===== config.mk =====
export PLATFORM = sky130hd
export DESIGN_NAME = ppu_hazard_sequencer
export DESIGN_NICKNAME = d
export VERILOG_FILES = /design/src/rtl/ppu_hazard_sequencer.sv
export SDC_FILE = /design/constraint.sdc
export NUM_CORES = 1
export LEC_CHECK = 0
export CAP_MARGIN = 20
export CORE_MARGIN = 5
export CORE_UTILIZATION = 48
export CTS_CLUSTER_DIAMETER = 150
export DETAILED_ROUTE_END_ITERATION = 6
export PLACE_DENSITY = 0.9
export RECOVER_POWER = 25
export SYNTH_ARGS = -nofsm -noshare
export SYNTH_HDL_FRONTEND = slang
export SYNTH_SLANG_ARGS = --single-unit
export TNS_END_PERCENT = 1

===== constraint.sdc =====
create_clock -name clk -period 3.55 [get_ports clk]
set_input_delay 0.71 -clock clk [delete_from_list [all_inputs] [get_ports clk]]
set_output_delay 0.71 -clock clk [all_outputs]
set_load 0.05 [all_outputs]

===== src/rtl/ppu_hazard_sequencer.sv =====
// Purpose : carries the ID control word through EX/MEM/WB, detects load-use hazards,
//           injects one bubble per hazard, produces ID operand forwarding selects.
// Latency : ID->EX 1 cycle, ->MEM 2, ->WB 3 (held cycles excluded); hazard/fwd are combinational.
// Backpressure: pipe_hold freezes every stage and the stall counter; lu drops pc_le/ifid_le.
//
// Ports:
//   clk, reset                  clock, synchronous active-high reset
//   id_ctrl, id_dest            control word / destination of the instruction in ID
//   id_rs, id_rt                source registers read in ID
//   id_uses_rs, id_uses_rt      ID instruction actually reads rs / rt
//   pipe_hold                   external freeze (memory busy)
//   ex_/mem_/wb_ctrl, _dest     registered per-stage control word and destination
//   pc_le, ifid_le              load enables for PC and IF/ID
//   fwd_a_sel, fwd_b_sel        operand source: 00 RF, 01 EX, 10 MEM, 11 WB
//   stall_cnt                   saturating count of load-use bubbles
module ppu_hazard_sequencer #(
  parameter int CTRL_W   = 18,
  parameter int CNT_W    = 16,
  parameter int LOAD_BIT = 10,
  parameter int RFEN_BIT = 9
) (
  input  logic              clk,
  input  logic              reset,
  input  logic [CTRL_W-1:0] id_ctrl,
  input  logic [4:0]        id_dest,
  input  logic [4:0]        id_rs,
  input  logic [4:0]        id_rt,
  input  logic              id_uses_rs,
  input  logic              id_uses_rt,
  input  logic              pipe_hold,
  output logic [CTRL_W-1:0] ex_ctrl,
  output logic [CTRL_W-1:0] mem_ctrl,
  output logic [CTRL_W-1:0] wb_ctrl,
  output logic [4:0]        ex_dest,
  output logic [4:0]        mem_dest,
  output logic [4:0]        wb_dest,
  output logic              pc_le,
  output logic              ifid_le,
  output logic [1:0]        fwd_a_sel,
  output logic [1:0]        fwd_b_sel,
  output logic [CNT_W-1:0]  stall_cnt
);

  typedef struct packed {
    logic [CTRL_W-1:0] ctrl;
    logic [4:0]        dest;
  } stage_t;

  localparam stage_t STAGE_EMPTY = '{ctrl: '0, dest: '0};
  localparam logic [CNT_W-1:0] CNT_ONE = {{(CNT_W-1){1'b0}}, 1'b1};

  stage_t ex_q;
  stage_t mem_q;
  stage_t wb_q;
  stage_t id_stage;

  logic ex_prod;
  logic mem_prod;
  logic wb_prod;
  logic ex_is_load;
  logic lu;
  logic advance;

  assign id_stage = '{ctrl: id_ctrl, dest: id_dest};

  // A stage only counts as a producer if it writes a real register;
  // $0 writes are architecturally discarded, so they never forward or stall.
  assign ex_prod    = ex_q.ctrl[RFEN_BIT]  && (ex_q.dest  != 5'd0);
  assign mem_prod   = mem_q.ctrl[RFEN_BIT] && (mem_q.dest != 5'd0);
  assign wb_prod    = wb_q.ctrl[RFEN_BIT]  && (wb_q.dest  != 5'd0);
  assign ex_is_load = ex_q.ctrl[LOAD_BIT];

  // Load data is not available until MEM, so a consumer directly behind a
  // load must wait one cycle.
  assign lu = ex_prod && ex_is_load &&
              (((ex_q.dest == id_rs) && id_uses_rs) ||
               ((ex_q.dest == id_rt) && id_uses_rt));

  assign advance = !pipe_hold;

  assign pc_le   = !reset && !pipe_hold && !lu;
  assign ifid_le = !reset && !pipe_hold && !lu;

  // Youngest matching producer wins; a load in EX is skipped because its
  // value does not exist yet (the hazard logic holds the consumer instead).
  function automatic logic [1:0] fwd_pick(
    input logic       uses,
    input logic [4:0] src,
    input logic       ex_ok,
    input logic [4:0] ex_d,
    input logic       mem_ok,
    input logic [4:0] mem_d,
    input logic       wb_ok,
    input logic [4:0] wb_d
  );
    logic [1:0] sel;
    sel = 2'b00;
    if (!uses || (src == 5'd0)) begin
      sel = 2'b00;
    end else if (ex_ok && (ex_d == src)) begin
      sel = 2'b01;
    end else if (mem_ok && (mem_d == src)) begin
      sel = 2'b10;
    end else if (wb_ok && (wb_d == src)) begin
      sel = 2'b11;
    end
    return sel;
  endfunction

  logic ex_fwd_ok;
  assign ex_fwd_ok = ex_prod && !ex_is_load;

  always_comb begin
    fwd_a_sel = fwd_pick(id_uses_rs, id_rs, ex_fwd_ok, ex_q.dest,
                         mem_prod, mem_q.dest, wb_prod, wb_q.dest);
    fwd_b_sel = fwd_pick(id_uses_rt, id_rt, ex_fwd_ok, ex_q.dest,
                         mem_prod, mem_q.dest, wb_prod, wb_q.dest);
  end

  // Stage registers: hold beats hazard, so a bubble is only injected on an
  // edge where the pipe actually moves.
  always_ff @(posedge clk) begin
    if (reset) begin
      ex_q  <= STAGE_EMPTY;
      mem_q <= STAGE_EMPTY;
      wb_q  <= STAGE_EMPTY;
    end else if (advance) begin
      wb_q  <= mem_q;
      mem_q <= ex_q;
      ex_q  <= lu ? STAGE_EMPTY : id_stage;
    end
  end

  // One count per injected bubble; sticks at all-ones.
  always_ff @(posedge clk) begin
    if (reset) begin
      stall_cnt <= '0;
    end else if (advance && lu && !(&stall_cnt)) begin
      stall_cnt <= stall_cnt + CNT_ONE;
    end
  end

  assign ex_ctrl  = ex_q.ctrl;
  assign mem_ctrl = mem_q.ctrl;
  assign wb_ctrl  = wb_q.ctrl;
  assign ex_dest  = ex_q.dest;
  assign mem_dest = mem_q.dest;
  assign wb_dest  = wb_q.dest;

endmodule

### After elaboration in Yosys (flattened, before gate mapping)

Cells that the tools add are included.

| cells by class | value |
|---|---|
| add/sub/neg operators | 1 |
| eq/ne operators | 6 |
| multiplexer cells | 9 |
| reduce and logical (&&, ||, !) cells | 34 |

Operator list:

| kind | number |
|---|---|
| $eq 5x5->1 | 6 |
| $mux 23 | 1 |
| $logic_and 1x1->1 | 18 |
| $add 16x1->16 const B | 1 |
| $mux 2 | 8 |
| $reduce_and 16->1 | 1 |
| $reduce_bool 5->1 | 3 |
| $logic_not 5->1 | 2 |
| $logic_not 1->1 | 7 |
| $logic_or 1x1->1 | 3 |

| storage, ports and cells | value |
|---|---|
| register bits | 85 |
| output and inout port bits | 91 |
| word-level logic and storage cells | 57 |

### Depth between registers and ports, before layout

| logic depth | value |
|---|---|
| depth after elaboration | 7 |
| mapped depth | 7 |
| mapped depth without buffers | 7 |

### Worst setup path after synthesis

Ideal clock, no wire load.

| path | value |
|---|---|
| path kind | register to output |
| from | reg mem_q, in the netlist mem_dest[4] |
| to | out fwd_a_sel[1] |
| data arrival time | 2.713 ns |
| required time | 2.840 ns |
| path slack | 0.127 ns |
| cell stages (with the launch flop) | 6 |
| cells stage by stage | dfxtp_1 > or4_1 > o21ai_0 > or4_1 > nor2b_1 > nor3_1 |

| on the way | value |
|---|---|
| longest elaborated chain between the ends | 6 |

Ends and longest elaborated chain:

| item | line | source |
|---|---|---|
| from (decl) | 53 | `stage_t mem_q;` |
| from (signal assigned) | 129 | `mem_q <= ex_q;` |
| $reduce_bool 5->1 | 69 | `assign mem_prod = mem_q.ctrl[RFEN_BIT] && (mem_q.dest != 5'd0);` |
| $logic_and 1x1->1 | 69 |  |
| $logic_and 1x1->1 * | 102 | `end else if (mem_ok && (mem_d == src)) begin` |
| $mux 2 * | 102 |  |
| $mux 2 * | 100 | `end else if (ex_ok && (ex_d == src)) begin` |
| $mux 2 * | 98 | `if (!uses \|\| (src == 5'd0)) begin` |
| to (decl) | 39 | `output logic [1:0] fwd_a_sel,` |

Mark *: on every way between the ends. The rest lies on a longest branch, timed or not.

### Worst setup path after layout

| path | value |
|---|---|
| from | in id_rt[0] |
| to | out fwd_b_sel[1] |

| on the way | value |
|---|---|
| longest elaborated chain between the ends | 6 |

Ends and longest elaborated chain:

| item | line | source |
|---|---|---|
| from (decl) | 27 | `input logic [4:0] id_rt,` |
| $eq 5x5->1 | 104 | `end else if (wb_ok && (wb_d == src)) begin` |
| $logic_and 1x1->1 | 104 |  |
| $mux 2 | 104 |  |
| $mux 2 | 102 |  |
| $mux 2 | 100 |  |
| $mux 2 * | 98 |  |
| to (decl) | 40 | `output logic [1:0] fwd_b_sel,` |

Marked as above.

==> qor.yml <==
vias: 3274
syn_inst: 374
yosysWarnings: 0
grt-ovfl-total: 0
critPathCaptureType: "output pin"
place_area_um2: 5030
cts-resized-gates: 0
crit_start: "id_rt[0]"
root_buffer: "clkbuf_8"
most-common-layout-cells: "clkdlybuf4s50_1, dfxtp_1, nor2_1, mux2i_1, a22o_1"
drt_iter0_drc: 134
slew-limit-headroom_pct: -26.0
final_area_um2: 5220
post_cts_buffers: 0
skew_ns: 0.00429
portBuffers: 128
syn-num-nets: 413
die_x_um: 97.1
grt_pass1_vias: 3282
synth_area_per_cell_um2: 9.74
path_max_fanout: 4
crit_arrival_ns: 2.69
clk_path_buf_depth: 2
diodes: 0
initial_core_util_pct: 49.7
nets: 539
worstSetupPathType: "input pin to output pin"
critPathRequiredTime_ns: 2.84
crit_end: "fwd_b_sel[1]"
yosysSeqAreaShare_pct: 46.7
place_hpwl_mm: 7.49
drc: 0
die_h_um: 97.1
first_pass_iters: 4
worstMarginPinSlew_ns: 1.89
outcome: "complete, but fails checks"
synth_area_um2: 3640
layout_commonest_cell: "clkdlybuf4s50_1"
clkTransAtPathRegs_ns: 0.08
routed_wl_mm: 10.2
hold_buffers: 0
ir_drop_mv: 0.275
clk_latency_ns: 0.34
drv_slew: 76
globalplace.congestion: 0.900
ys.flop_type: "dfxtp_1"
row_count: 31
synth-edff-count: 0
yosys_register_bits: 85
r2r_cells: 6
start_kind: "input pin"
finalWorstSetupSlack_ns: 0.154
finalPower_w: 0.00205
power_density_nw_per_um2: 393
rsz0062_at_grt: "false"
hold_viol: 0
cts_tree: "yes"
reg2reg_to: "ex_ctrl[0]$_SDFFE_PP0N_"
fin_setup_tns_ns: 0
synth-async-reset-ratio_pct: 0
area_delta_synth_final_pct: 43.4
r2r_slack_ns: 1.21
cts_buffers: 9
holdWs_ns: 0.495
post-route-min-period_ns: 3.40
fin_crit_sh_pct: 95.7
wl_per_cell_um: 16.9
dp_slack_ns: 0.172
power.leakage_nw: 1.97
vias_per_cell: 5.42
ant_nets: 0
grt_pass1_wl_mm: 16.5
cap_violations: 2
grt_max_degree: 47
hold_class: "flip-flop to flip-flop"
drive_above_1_share_pct: 6.93
violations: "max-capacitance violations, max-slew violations"
antenna_found_initial: 0
core_um2: 7330
pin_count: 129
dieArea_um2: 9430
max_freq_mhz: 294
numClockSinks: 85
reg2reg_from: "ex_dest[0]$_SDFFE_PP0N_"
cts-htree-levels: 3
gr-usage-all-layers_pct: 21.3
ys_types: 36
setup_viol: 0
synth_stat cells (7+ instances only):
cell      count  share of area [%]
nand3_1      15                2.1
clkbuf_1     11                1.1
dfxtp_1      85                 47
nor3_1        7               0.96
or4_1        10                2.1
mux2i_1      46                 13
xor2_1        9                2.2
xnor2_1      22                5.3
nand2_1      10                1.0
nor2b_1       8                1.4
nor2_1       57                5.9
a22o_1       23                5.5
o21ai_0      12                1.6
a21oi_1      12                1.6
critical path, stage by stage:
cell and delay [ns]:
clkdlybuf4s50_1 0.56, xnor2_1 0.15, nand3_1 0.09, or4_1 0.53
nor2b_1 0.15, nor3_1 0.31, buf_12 0.19
registers in the layout, indices dropped and copies added, names as in the netlist:
register	flops
mem_dest	5
wb_dest	5
wb_ctrl	18
mem_ctrl	18
ex_ctrl	18
stall_cnt	16
ex_dest	5
per-stage QoR:
stage	utilization, %	std cells
6_report	71.3	604
3_3_place_gp	68.6	588
2_1_floorplan	-	374
5_1_grt	71.3	604
4_1_cts	71.4	604
3_5_place_dp	68.6	588
logic make-up after synthesis:
family                     synth area share (%)
buffers and inverters                      2.71
muxes                                      13.9
adders and majority gates                 0.343
DFF                                        46.7
AOI/OAI and AO/OA                          10.5
and+or+nand+nor                            18.4
xor gates and xnor gates                   7.45
layout make-up:
cell class                      instances  area [um2]
Fill cell                             546        2110
Multi-Input combinational cell        269        1850
Sequential cell                        85        1700
Timing Repair Buffer                  134        1340
Clock buffer                           10         138
Tap cell                               99         124
Clock inverter                          6        68.8
Inverter                                1        3.75
where the power goes:
group / switching [W] / total (W) / internal, W / leakage [nW]
Combinational: 0.000198 / 0.000341 / 0.000142 / 1.18
Clock: 0.000349 / 0.000698 / 0.000349 / 0.103
Sequential: 0.0000343 / 0.00102 / 0.000981 / 0.691
Total: 0.000581 / 0.00205 / 0.00147 / 1.97
how the worst min path moves through the flow:
stage          slack (ns)                       from                        end  cells past startpoint
5_1_grt              0.53    ex_ctrl[2]$_SDFFE_PP0N_    ex_ctrl[2]$_SDFFE_PP0N_                      1
3_5_place_dp         0.49    ex_ctrl[2]$_SDFFE_PP0N_    ex_ctrl[2]$_SDFFE_PP0N_                      1
4_1_cts              0.50  stall_cnt[9]$_SDFFE_PP0P_  stall_cnt[9]$_SDFFE_PP0P_                      2
2_1_floorplan        0.71  stall_cnt[9]$_SDFFE_PP0P_  stall_cnt[9]$_SDFFE_PP0P_                      2
6_report             0.49  stall_cnt[9]$_SDFFE_PP0P_  stall_cnt[9]$_SDFFE_PP0P_                      2
3_3_place_gp         0.47    wb_ctrl[8]$_SDFFE_PP0N_    wb_ctrl[8]$_SDFFE_PP0N_                      2
layer usage:
layer,GRT usage (%),share of wire [%],vias up
met5,0,0,-
met4,8.86,2.4,0
met3,4.67,5.7,22
met2,37.6,50,118
met1,24.9,42,1542
li1,-,-,1592
Power figures use the tool's default switching activity.
